File: src/rtl/sprite_sched_pkg.sv
`default_nettype none
// +----------------------------------------------------------------------------+
// | Package     : sprite_sched_pkg                                             |
// | Description : Shared widths, colours and FSM encoding for sprite_scheduler |
// | Revision    : 1.0                                                          |
// +----------------------------------------------------------------------------+
package sprite_sched_pkg;

  localparam int XW = 9;
  localparam int YW = 8;
  localparam int CW = 3;

  localparam logic [CW-1:0] VGA_BLACK = 3'b000;

  typedef enum logic [2:0] {
    S_IDLE   = 3'd0,
    S_E_REQ  = 3'd1,
    S_E_WAIT = 3'd2,
    S_D_REQ  = 3'd3,
    S_D_WAIT = 3'd4
  } state_t;

endpackage
`default_nettype wire

File: src/rtl/sprite_scheduler_frame_divider.sv
`default_nettype none
// +----------------------------------------------------------------------------+
// | Module      : frame_divider                                                |
// | Description : Free-running 0..FRAME_DIV-1 counter, tick in the last count  |
// | Revision    : 1.0                                                          |
// +----------------------------------------------------------------------------+
module frame_divider #(
  parameter int FRAME_DIV = 833334
) (
  input  logic clk,
  input  logic reset,
  output logic tick
);

  localparam int DW = (FRAME_DIV > 1) ? $clog2(FRAME_DIV) : 1;
  localparam logic [DW-1:0] DIV_LAST = DW'(FRAME_DIV - 1);

  logic [DW-1:0] count_q;
  logic [DW-1:0] count_d;

  always_comb begin
    count_d = (count_q == DIV_LAST) ? '0 : count_q + DW'(1);
  end

  always_ff @(posedge clk or negedge reset) begin
    if (!reset) begin
      count_q <= '0;
    end else begin
      count_q <= count_d;
    end
  end

  assign tick = (count_q == DIV_LAST);

endmodule
`default_nettype wire

File: src/rtl/sprite_scheduler.sv
`default_nettype none
// +----------------------------------------------------------------------------+
// | Module      : sprite_scheduler                                             |
// | Description : Per-frame erase-then-redraw arbiter of one VGA plot port     |
// | Revision    : 1.0                                                          |
// +----------------------------------------------------------------------------+
module sprite_scheduler
  import sprite_sched_pkg::*;
#(
  parameter int N_SPR     = 4,
  parameter int FRAME_DIV = 833334,
  parameter int ERASE_CYC = 44,
  parameter int DRAW_TMO  = 63
) (
  input  logic                clk,
  input  logic                reset,
  input  logic [N_SPR-1:0]    spr_en,
  input  logic [XW*N_SPR-1:0] spr_x,
  input  logic [YW*N_SPR-1:0] spr_y,
  input  logic [CW*N_SPR-1:0] spr_colour,
  input  logic [N_SPR-1:0]    spr_finish,
  output logic [N_SPR-1:0]    draw_signal,
  output logic [N_SPR-1:0]    erase_signal,
  output logic [XW-1:0]       vga_x,
  output logic [YW-1:0]       vga_y,
  output logic [CW-1:0]       vga_colour,
  output logic                vga_plot,
  output logic                frame_tick,
  output logic                busy,
  output logic                overrun,
  output logic                draw_tmo_err
);

  localparam int IW      = (N_SPR > 1) ? $clog2(N_SPR) : 1;
  localparam int CNT_MAX = (ERASE_CYC > DRAW_TMO) ? ERASE_CYC : DRAW_TMO;
  localparam int NW      = $clog2(CNT_MAX + 1);
  localparam logic [IW-1:0] IDX_LAST   = IW'(N_SPR - 1);
  localparam logic [NW-1:0] ERASE_LAST = NW'(ERASE_CYC - 1);
  localparam logic [NW-1:0] TMO_LAST   = NW'(DRAW_TMO - 1);

  state_t           state_q, state_d;
  logic [IW-1:0]    idx_q, idx_d;
  logic [NW-1:0]    cnt_q, cnt_d;
  logic [N_SPR-1:0] en_q, en_d;
  logic [N_SPR-1:0] drawn_q, drawn_d;
  logic             overrun_q, overrun_d;
  logic             tmo_q, tmo_d;

  logic             tick;
  logic             idx_last;
  logic [IW-1:0]    idx_inc;
  logic             cur_drawn;
  logic             cur_en;
  logic             cur_finish;

  frame_divider #(.FRAME_DIV(FRAME_DIV)) u_frame_divider (
    .clk   (clk),
    .reset (reset),
    .tick  (tick)
  );

  assign idx_last   = (idx_q == IDX_LAST);
  assign idx_inc    = idx_last ? '0 : idx_q + IW'(1);
  assign cur_drawn  = drawn_q[idx_q];
  assign cur_en     = en_q[idx_q];
  assign cur_finish = spr_finish[idx_q];

  always_ff @(posedge clk or negedge reset) begin
    if (!reset) begin
      state_q   <= S_IDLE;
      idx_q     <= '0;
      cnt_q     <= '0;
      en_q      <= '0;
      drawn_q   <= '0;
      overrun_q <= 1'b0;
      tmo_q     <= 1'b0;
    end else begin
      state_q   <= state_d;
      idx_q     <= idx_d;
      cnt_q     <= cnt_d;
      en_q      <= en_d;
      drawn_q   <= drawn_d;
      overrun_q <= overrun_d;
      tmo_q     <= tmo_d;
    end
  end

  always_comb begin
    state_d   = state_q;
    idx_d     = idx_q;
    cnt_d     = cnt_q;
    en_d      = en_q;
    drawn_d   = drawn_q;
    tmo_d     = tmo_q;
    // Ticks landing mid-schedule are dropped, only flagged.
    overrun_d = overrun_q | (tick & (state_q != S_IDLE));
    case (state_q)
      S_IDLE: begin
        if (tick) begin
          en_d    = spr_en;
          idx_d   = '0;
          state_d = S_E_REQ;
        end
      end
      S_E_REQ: begin
        if (cur_drawn) begin
          cnt_d   = '0;
          state_d = S_E_WAIT;
        end else begin
          idx_d   = idx_inc;
          state_d = idx_last ? S_D_REQ : S_E_REQ;
        end
      end
      S_E_WAIT: begin
        cnt_d = cnt_q + NW'(1);
        if (cnt_q == ERASE_LAST) begin
          drawn_d[idx_q] = 1'b0;
          idx_d          = idx_inc;
          state_d        = idx_last ? S_D_REQ : S_E_REQ;
        end
      end
      S_D_REQ: begin
        if (cur_en) begin
          cnt_d   = '0;
          state_d = S_D_WAIT;
        end else begin
          idx_d   = idx_inc;
          state_d = idx_last ? S_IDLE : S_D_REQ;
        end
      end
      S_D_WAIT: begin
        cnt_d = cnt_q + NW'(1);
        // A timed-out sprite is still marked drawn so the next frame erases it.
        if (cur_finish || (cnt_q == TMO_LAST)) begin
          drawn_d[idx_q] = 1'b1;
          tmo_d          = tmo_q | ~cur_finish;
          idx_d          = idx_inc;
          state_d        = idx_last ? S_IDLE : S_D_REQ;
        end
      end
      default: state_d = S_IDLE;
    endcase
  end

  always_comb begin
    draw_signal  = '0;
    erase_signal = '0;
    vga_x        = '0;
    vga_y        = '0;
    vga_colour   = VGA_BLACK;
    vga_plot     = 1'b0;
    case (state_q)
      S_E_REQ: erase_signal[idx_q] = cur_drawn;
      S_D_REQ: draw_signal[idx_q]  = cur_en;
      S_E_WAIT, S_D_WAIT: begin
        vga_x      = spr_x[int'(idx_q)*XW +: XW];
        vga_y      = spr_y[int'(idx_q)*YW +: YW];
        vga_colour = spr_colour[int'(idx_q)*CW +: CW];
        vga_plot   = (state_q == S_E_WAIT) ? 1'b1 : ~cur_finish;
      end
      default: ;
    endcase
  end

  assign frame_tick   = tick;
  assign busy         = (state_q != S_IDLE);
  assign overrun      = overrun_q;
  assign draw_tmo_err = tmo_q;

endmodule
`default_nettype wire
File: config.mk
export PLATFORM = sky130hd
export DESIGN_NAME = sprite_scheduler
export DESIGN_NICKNAME = d
export VERILOG_FILES = /design/src/rtl/sprite_sched_pkg.sv /design/src/rtl/sprite_scheduler_frame_divider.sv /design/src/rtl/sprite_scheduler.sv
export SDC_FILE = /design/constraint.sdc
export NUM_CORES = 1
export LEC_CHECK = 0
export BUFFER_PORTS_ARGS = -buffer_cell sky130_fd_sc_hd__buf_2
export CORE_ASPECT_RATIO = 0.75
export CORE_MARGIN = 2
export CORE_UTILIZATION = 46
export CTS_CLUSTER_SIZE = 10
export DETAILED_ROUTE_END_ITERATION = 16
export PLACE_DENSITY_LB_ADDON = 0.3
export SKIP_CTS_REPAIR_TIMING = 1
export SLEW_MARGIN = 20
export SYNTH_ARGS = -nofsm -noshare
export SYNTH_HDL_FRONTEND = slang
export SYNTH_HIERARCHICAL = 1
export SYNTH_SLANG_ARGS = --single-unit
File: constraint.sdc
create_clock -name clk -period 2.55 [get_ports clk]
set_input_delay 0.51 -clock clk [delete_from_list [all_inputs] [get_ports clk]]
set_output_delay 0.51 -clock clk [all_outputs]
set_load 0.01 [all_outputs]
# Word-level counts from Yosys, hierarchy flattened
# Index checks and enable logic that the tools add are counted.
dict set report totals {
  regBits 41
  inputBits 90
  out_inout_bits 33
  word_cells 93
}
dict set report op_classes {
  addsub 3
  n_mul 2
  order_cmp 2
  n_eq_ne 15
  shift 3
  muxes 37
  bitwise 9
  reduce_logical 14
}
# operator count
set ops {}
lappend ops {{variable part select 36 x 7 -> 9 bit} 1}
lappend ops {{variable part select 32 x 6 -> 8 bit} 1}
lappend ops {{adder 20 x 1 -> 20 bit, second input constant} 1}
lappend ops {{== test 20 bit, second input constant} 1}
lappend ops {{2-to-1 mux 20 bit} 1}
lappend ops {{2-to-1 mux 2 bit} 9}
lappend ops {{case mux 6 bit (3 select lines)} 1}
lappend ops {{2-to-1 mux 4 bit} 4}
lappend ops {{2-to-1 mux 3 bit} 5}
lappend ops {{case mux 3 bit (5 select lines)} 1}
lappend ops {{!= test 2 bit, second input constant} 7}
lappend ops {{AND 4 bit} 3}
lappend ops {{== test 6 bit, second input constant} 2}
lappend ops {{2-to-1 mux 6 bit} 2}
lappend ops {{variable part select 12 x 5 -> 3 bit} 1}
lappend ops {{case mux 2 bit (5 select lines)} 1}
lappend ops {{2-to-1 mux 9 bit} 1}
lappend ops {{AND reduction 3 bit} 3}
lappend ops {{2-to-1 mux 8 bit} 1}
lappend ops {{case mux 4 bit (2 select lines)} 1}
lappend ops {{adder 6 x 1 -> 6 bit, second input constant} 1}
lappend ops {{binary-select mux 1 bit (select 2 bit)} 3}
lappend ops {{== test 3 x 2 -> 1 bit, second input constant} 2}
lappend ops {{multiplier 2 x 4 -> 6 bit, second input constant} 1}
lappend ops {{23 further kinds} 31}

# Longest topological paths before layout
# Gate-level depths: netlist of the first run.
dict set report logic_depth {
  ltp_word 8
  depth_mapped 10
  depth_no_buf 9
}

# Modules after synthesis
# Netlist of the first run, hierarchy kept.
# module instances cells_per_inst area_per_inst_um2 seq_area_each_um2
set modules_own_cells {}
lappend modules_own_cells {sprite_scheduler 1 192 1994.4 525.5}
lappend modules_own_cells {frame_divider 1 97 1021.0 500.5}

# Worst setup path before layout of the first run
# No wires, ideal clock.
dict set report synth_path {
  path_kind {register to register}
  startpoint {register u_frame_divider.count_q[1]}
  endpoint {register en_q[1]}
  setup_time_ns 0.125
  arrival_time_ns 2.018
  required_time_ns 2.425
  path_slack_ns 0.407
  stages_incl_launch_ff 10
  n_path_buf 1
  period_less_slack_ns 2.143
  path_cell_list {dfrtp_1 > inv_1 > ha_1 > nor4bb_1 > nand4_1 > nor2_2 > buf_2 > inv_1 > nor2_1 > mux2_2}
}
dict set report synth_between {
  elab_chain_cells 2
}
# item line_no
set synth_lines {}
lappend synth_lines {{start: declaration} sprite_scheduler_frame_divider.sv:18} ;# logic [DW-1:0] count_q;
lappend synth_lines {{start signal: assignment} sprite_scheduler_frame_divider.sv:29} ;# count_q <= count_d;
lappend synth_lines {{== test 20 bit} sprite_scheduler_frame_divider.sv:33} ;# assign tick = (count_q == DIV_LAST);
lappend synth_lines {{net frame_tick} sprite_scheduler.sv:28} ;# output logic frame_tick,
lappend synth_lines {{AND reduction 2 bit (no line)} -}
lappend synth_lines {{end signal: assignment} sprite_scheduler.sv:81} ;# en_q <= en_d;
lappend synth_lines {{end: declaration} sprite_scheduler.sv:44} ;# logic [N_SPR-1:0] en_q, en_d;
# The timed path passes the listed nets, and every way through them passes these cells.
# A chain may end at the register's enable or synchronous reset.

# Worst setup path after layout of the first run
dict set report layout_path {
  startpoint {register idx_q[1]}
  endpoint {output erase_signal[1]}
}
dict set report layout_between {
  elab_chain_cells 6
  word_cells_on_any_way 9
  cone_classes {2 x order compare; 5 x mux; 1 x bitwise; 1 x reduce/logical}
}
# item line_no
set layout_lines {}
lappend layout_lines {{start: declaration} sprite_scheduler.sv:42} ;# logic [IW-1:0] idx_q, idx_d;
lappend layout_lines {{start signal: assignment} sprite_scheduler.sv:79} ;# idx_q <= idx_d;
lappend layout_lines {{< comparator 2 x 3 -> 1 bit (not written as such) or >= comparator 2 x 1 -> 1 bit (tied branches)} sprite_scheduler.sv:153} ;# S_E_REQ: erase_signal[idx_q] = cur_drawn;
lappend layout_lines {{logical AND 1 bit (not written as such)} sprite_scheduler.sv:153}
lappend layout_lines {{2-to-1 mux 1 bit (not written as such)} sprite_scheduler.sv:153}
lappend layout_lines {{demux 1 bit (select 2 bit)} sprite_scheduler.sv:153}
lappend layout_lines {{AND 4 bit (no line) (*)} -}
lappend layout_lines {{2-to-1 mux 4 bit (*)} sprite_scheduler.sv:152} ;# case (state_q)
lappend layout_lines {{end: declaration} sprite_scheduler.sv:23} ;# output logic [N_SPR-1:0] erase_signal,
# Every way passes the cells marked *; elsewhere a longest branch is shown, timed or not. The select of a mux whose other input is x is not followed.

==> key figures, run 1 <==
Worst setup path
  • Setup crit end kind: primary output
  • Req. time, crit path: 2040 ps
  • CP startpoint kind: flop
  • Critical path class: flop to primary output
  • Crit-path max FO: 9
  • WP data arrival: 1880 ps

Route
  • Via Count: approximately 2,800
  • Total Wirelength: ~8000 µm
  • ANT nets after route: 0
  • Drt first pass iters: 4
  • DRC Markers: 0
  • First-iteration detailed-routing DRC count: ~120
  • Drt wl/cell: about 16 µm
  • DR vias/cell: 5.58

Synth
  • Main synth FF type: dfrtp_1
  • Yosys warnings: 6
  • Synthesized net count: 387
  • Unique masters post-synth: between 50 and 60
  • Sequential-to-total area share from yosys stat: approximately 34%
  • Syn_area_per_cell: 10.4 µm²
  • Async set-reset flop share out of synthesis: 100%
  • Synthesis-stage register bit count: about 40
  • Post-synth EDFFs: 0
  • Synth Instances: 289
  • Mapped cell area: between 0.003 and 0.004 mm²

Power and ir drop
  • Int Pwr: around 1700 µW
  • Clk network pwr share: 15.9%
  • P_leak: 0.00181 µW
  • Sw frac: roughly two fifths
  • Switch Pwr: 1060 µW
  • Power Density: 715 mW/mm²
  • Reg power frac: about 31%
  • Peak VDD IR: 0.341 mV
  • Power Total: ~2700 µW
  • Comb power frac: 52.7%

Placed design
  • Post-detail-place hpwl: 6260 µm
  • Buffers on Ports: 122
  • Placed Instance Area: 0.00372 mm²
  • Placer's final routability congestion estimate: 0.797
  • DP Cell Count: a little under 500

Final layout
  • Share of layout cells above drive strength 1: 42.2%
  • Final instance area: 0.00382 mm²
  • Final #Nets: 509
  • Sequential Area: 0.00103 mm²
  • Layout fillers: 539
  • Area of the multi-input gates: between 0.0015 and 0.002 mm²
  • Area Overhead vs Synth: 26.7%
  • Diodes inserted: 0
  • Post-Layout Cell Count: ~500

Clocking
  • CTS tree: built
  • Num CTS Buffers: 5
  • H-tree depth: 2
  • Root buffer cell: clkbuf_8
  • CTS Sinks: 41
  • CTS max path bufs: 2
  • Clock Latency Late Sink: 290 ps
  • Clock slew at reported path FFs: 80 ps

GRT
  • Global-route wire length before repair: 12,200 µm
  • Largest net degree at the start of global routing: between 40 and 50
  • Initial antenna violation count: 0
  • Gr usage total: 21.1%
  • Vias in the first global route: approximately 2,500
  • Grt ovf: 0

Die
  • Starting density of the core: 47.7%
  • Core ar.: 0.00632 mm²
  • Die X: 97.5 µm
  • Die height: ~74 µm
  • IO Count: 123
  • Rows: 25
  • Die Area: slightly above 0.007 mm²

Timing
  • Hold WS: 340 ps
  • Setup TNS: 0 ps
  • Final Cycle Share: around 94%
  • Fin. Hold Viols: 0
  • Final Max Slew Viols: 0
  • Relative slew margins: between 40% and 50%
  • Worst-Margin Slew: 899 ps
  • Fmax achieved: 418 MHz
  • Fin crit period: 2390 ps
  • RSZ-0062 raised after global routing: no
  • Final setup viols: 0
  • Fin Clk Skew: 5.84 ps

Outcome
  • Status: finished, final reports clean

Job
  • Max-cap violations: 0

Worst hold path
  • Class of the tightest hold or removal check: input port to asynchronous set/reset pin
cells in the final DEF, fill, tap and decap left out, types with 4 or more instances in the layout:
master    instances
inv_1             8
nor2b_1          21
dfrtp_1          40
and2_1            4
buf_2           122
nand4_1           8
nor2_1           18
mux4_2           22
buf_4            10
a21oi_1          14
nand2b_1          9
clkbuf_8          5
nand2_1          11
o21ai_0           4
xor2_1            4
nand3_1          17
xnor2_1          13
mux2i_1          11
and3_1           10
ha_1              8
Yosys cell counts, types with 2 or more instances:
cell	count	share of area, %
nand4_1	8	1.7
nor3b_1	3	0.75
dfrtp_1	41	34
nor3_1	3	0.50
mux2i_1	11	3.7
and2_1	4	0.83
nand3_1	17	2.8
or3b_1	2	0.58
nor2b_1	22	4.6
or2_1	2	0.41
nor4_1	2	0.41
a21o_1	2	0.50
a21oi_1	14	2.3
nand2b_1	10	2.1
xnor2_1	13	3.8
nor2_1	18	2.2
buf_2	7	1.2
ha_1	8	3.3
clkbuf_1	8	1.0
nand2_1	11	1.4
nor3_2	3	1.0
mux2_1	3	1.1
nand4_2	2	0.83
nor4b_1	3	0.87
and3_1	10	2.1
inv_1	8	1.0
mux4_2	22	16
o21ai_0	4	0.66
or3_1	2	0.41
xor2_1	4	1.2
layer usage:
| metal | track usage, % | wire (µm) |
|---|---|---|
| met3 | 4.61 | 322 |
| met2 | 31.0 | 3710 |
| met4 | 3.55 | 40 |
| met5 | 0 | 0 |
| met1 | 32.7 | 3890 |
critical path, cell delays in order (launching register included):
cell and delay, ps:
dfrtp_1 590, mux2i_1 190, mux2i_1 440, and3_1 240, buf_2 130
cells by family after synthesis:
group	count (synthesis)	synth area share [%]
and+or+nand+nor	128	25.4
DFF	41	34.0
muxes	37	21.6
AOI/OAI and AO/OA	33	7.10
buffers and inverters	25	3.65
xor gates and xnor gates	17	4.94
adders and majority gates	8	3.32
through the flow:
step	worst slack [ps]	utilization [%]
5_1_grt	16.1	60.5
4_1_cts	31.3	60.4
3_3_place_gp	388	58.9
3_5_place_dp	362	58.9
6_report	156	60.5
2_1_floorplan	407	-
power by group through the flow:
stage	Combinational, µW	Clock, µW	Sequential, µW
floorplan	1100	0	784
global placement	1390	0	862
detailed placement	1420	0	864
CTS	1440	445	853
global route	1560	479	876
finish	1440	435	856
worst paths after layout:
kind,startpoint,end,slack (ps),cells after the start
setup / recovery,idx_q[1],erase_signal[1],160,4
hold / removal,reset,u_frame_divider/count_q[10],340,1
setup reg to reg,u_frame_divider/count_q[0],idx_q[0],450,8
hold reg to reg,overrun,overrun,470,1
max in group asynchronous,reset,idx_q[0],1590,1
min in group clk,spr_en[3],en_q[3],430,2
sequential cells by signal, indices dropped and copies added (netlist names), named ones only:
| name | count |
|---|---|
| en_q | 4 |
| state_q | 3 |
| cnt_q | 6 |
| idx_q | 2 |
| draw_tmo_err | 1 |
| u_frame_divider/count_q | 20 |
| overrun | 1 |
cell type report:
type	instances	share of cell area, %
well taps	81	2.65
inverters	8	0.786
repair buffers	132	17.9
clock inverters	3	0.590
flip-flops and latches	41	26.9
multi-input cells	223	49.3
clock buffers	5	1.80
(Power assumes the default switching activity.)
==> run 2, diff against run 1 <==
- CAP_MARGIN: unset -> 10
- CORE_UTILIZATION: 46 -> 43
==> key figures, run 2 (synthesized netlist as in run 1, its figures left out) <==
Final layout
  • Diodes inserted: 0 (unchanged)
  • Number of flip-flops in the largest register: 20 (unchanged)
  • Commonest non-fill, non-tap cell in the layout: buf_2
  • Share of layout cells above drive strength 1: 41.4% (-0.87 points)
  • Most frequent cells in the layout: buf_2 (122), dfrtp_1 (40), mux4_2 (22)
  • Final core utilization: 56.4% (-4.0 points)
  • Final #Nets: 508 (-0.20%)
  • Largest Register: u_frame_divider/count_q
  • Post-Layout Cell Count: 495 (+0.41%)
  • Top Registers: u_frame_divider/count_q (20), cnt_q (6), en_q (4)
  • Area Overhead vs Synth: 27.2%
  • Layout fillers: 594 (+10%)

Placed design
  • Placer's final routability congestion estimate: 0.826 (+3.8%)
  • Buffers on Ports: 122 (unchanged)
  • Post-detail-place hpwl: 6390 µm (+2.0%)
  • DP Cell Count: 487 (+0.41%)

Timing
  • Final Max Slew Viols: 0 (unchanged)
  • Fmax achieved: 417 MHz (about the same)
  • Final Cycle Share: 93.9% (about the same)
  • Fin Clk Skew: 15.2 ps (+9.41 ps)
  • Worst-Margin Slew: 924 ps (+24.2 ps)
  • Relative slew margins: 38.4% (-1.6 points)
  • Fin crit period: 2400 ps (+1.24 ps)
  • Final setup viols: 0 (unchanged)
  • Fin. Hold Viols: 0 (unchanged)

Die
  • Die Area: 0.00771 mm² (+6.6%)
  • Die X: 101 µm (+3.3%)
  • IO Count: 123 (unchanged)
  • Die height: 76.5 µm (+3.2%)
  • Core ar.: 0.00680 mm² (+7.6%)
  • Starting density of the core: 44.4% (-3.4 points)
  • Rows: 26 (+4.0%)

Worst setup path
  • Critical path class: flop to primary output
  • Crit-path max FO: 8 (-1)
  • Req. time, crit path: 2040 ps (about the same)
  • CP startpoint kind: flop
  • WP data arrival: 1890 ps (about the same)
  • Setup crit end kind: primary output
  • Reg-to-reg startpoint: u_frame_divider/count_q[1]
  • Critical Path Source: idx_q[0]

GRT
  • Grt ovf: 0 (unchanged)
  • Global-route wire length before repair: 13,400 µm (+10%)
  • Gr usage total: 21.8% (+0.70 points)
  • Initial antenna violation count: 0 (unchanged)
  • Largest net degree at the start of global routing: 42 (unchanged)
  • Vias in the first global route: 2,695 (+9.6%)

Route
  • WL met2: 3750 µm (+1.2%)
  • ANT nets after route: 0 (unchanged)
  • Drt first pass iters: 4 (unchanged)
  • DR WL met3: 337 µm (+4.7%)
  • Uppermost layer routed: met4
  • DRC Markers: 0 (unchanged)
  • Drt wl/cell: 16.3 µm (+1.2%)
  • Met1 WL: 3960 µm (+1.7%)
  • DR vias/cell: 5.54 (-0.87%)
  • First-iteration detailed-routing DRC count: 73 (-41%)
  • Total Wirelength: 8090 µm (+1.6%)
  • Via Count: 2,740 (-0.47%)

Outcome
  • Status: finished, final reports clean

Clocking
  • CTS tree: built
  • Clock slew at reported path FFs: 80 ps (about the same)
  • CTS Sinks: 41 (unchanged)
  • Root buffer cell: clkbuf_8
  • Clock Latency Late Sink: 290 ps (about the same)
  • Num CTS Buffers: 5 (unchanged)
  • H-tree depth: 2 (unchanged)
  • CTS max path bufs: 2 (unchanged)

Power and ir drop
  • Power Density: 715 mW/mm² (about the same)
  • Peak VDD IR: 0.319 mV (-6.5%)
  • P_leak: 0.00181 µW (+0.30%)

Job
  • Max-cap violations: 0 (unchanged)

Worst hold path
  • Class of the tightest hold or removal check: input port to asynchronous set/reset pin
-- run 2: worst max-delay path, stage by stage, from the launching register on --
cell and delay [ps]:
dfrtp_1 440, buf_4 200, inv_1 170, mux2i_2 420, and3_1 230, buf_2 130
-- run 2: worst paths after layout --
kind / endpoint / slack [ps] / depth (start not counted)
max: erase_signal[1] / 150 / 5
min in group clk: en_q[1] / 440 / 2
min: u_frame_divider/count_q[13] / 350 / 1
max in group asynchronous: idx_q[1] / 1570 / 1
max reg2reg: en_q[0] / 470 / 8
min reg2reg: overrun / 480 / 1
-- run 2: final cells by class --
| class | count | area (µm²) | area share, % |
|---|---|---|---|
| timing repair buffer | 131 | 703 | 18.3 |
| inverter | 8 | 30.0 | 0.783 |
| tap | 84 | 105 | 2.74 |
| clock buffer | 8 | 80.1 | 2.09 |
| sequential | 41 | 1030 | 26.8 |
| multi-input combinational | 223 | 1890 | 49.3 |
-- run 2: where the power goes --
part,internal [µW],switching [µW]
Sequential,722,145
Clock,195,222
Combinational,772,687
-- run 2: routing by layer --
layer | vias to the layer above | global-route usage, %
li1 | 1304 | -
met1 | 1362 | 34.9
met2 | 66 | 30.7
met3 | 8 | 4.13
met4 | 0 | 3.97
met5 | - | 0
-- run 2: through the flow --
stage / total power, µW / setup slack (ps) / hold WS (ps) / area [µm²] / setup TNS [ps]
2_1_floorplan: 1890 / 407 / 214 / 3020 / 0
3_3_place_gp: 2300 / 441 / 462 / 3740 / 0
3_5_place_dp: 2330 / 375 / 464 / 3740 / 0
4_1_cts: 2750 / 47.9 / 385 / 3820 / 0
5_1_grt: 2940 / -11.0 / 437 / 3840 / -11.0
6_report: 2740 / 155 / 354 / 3840 / 0
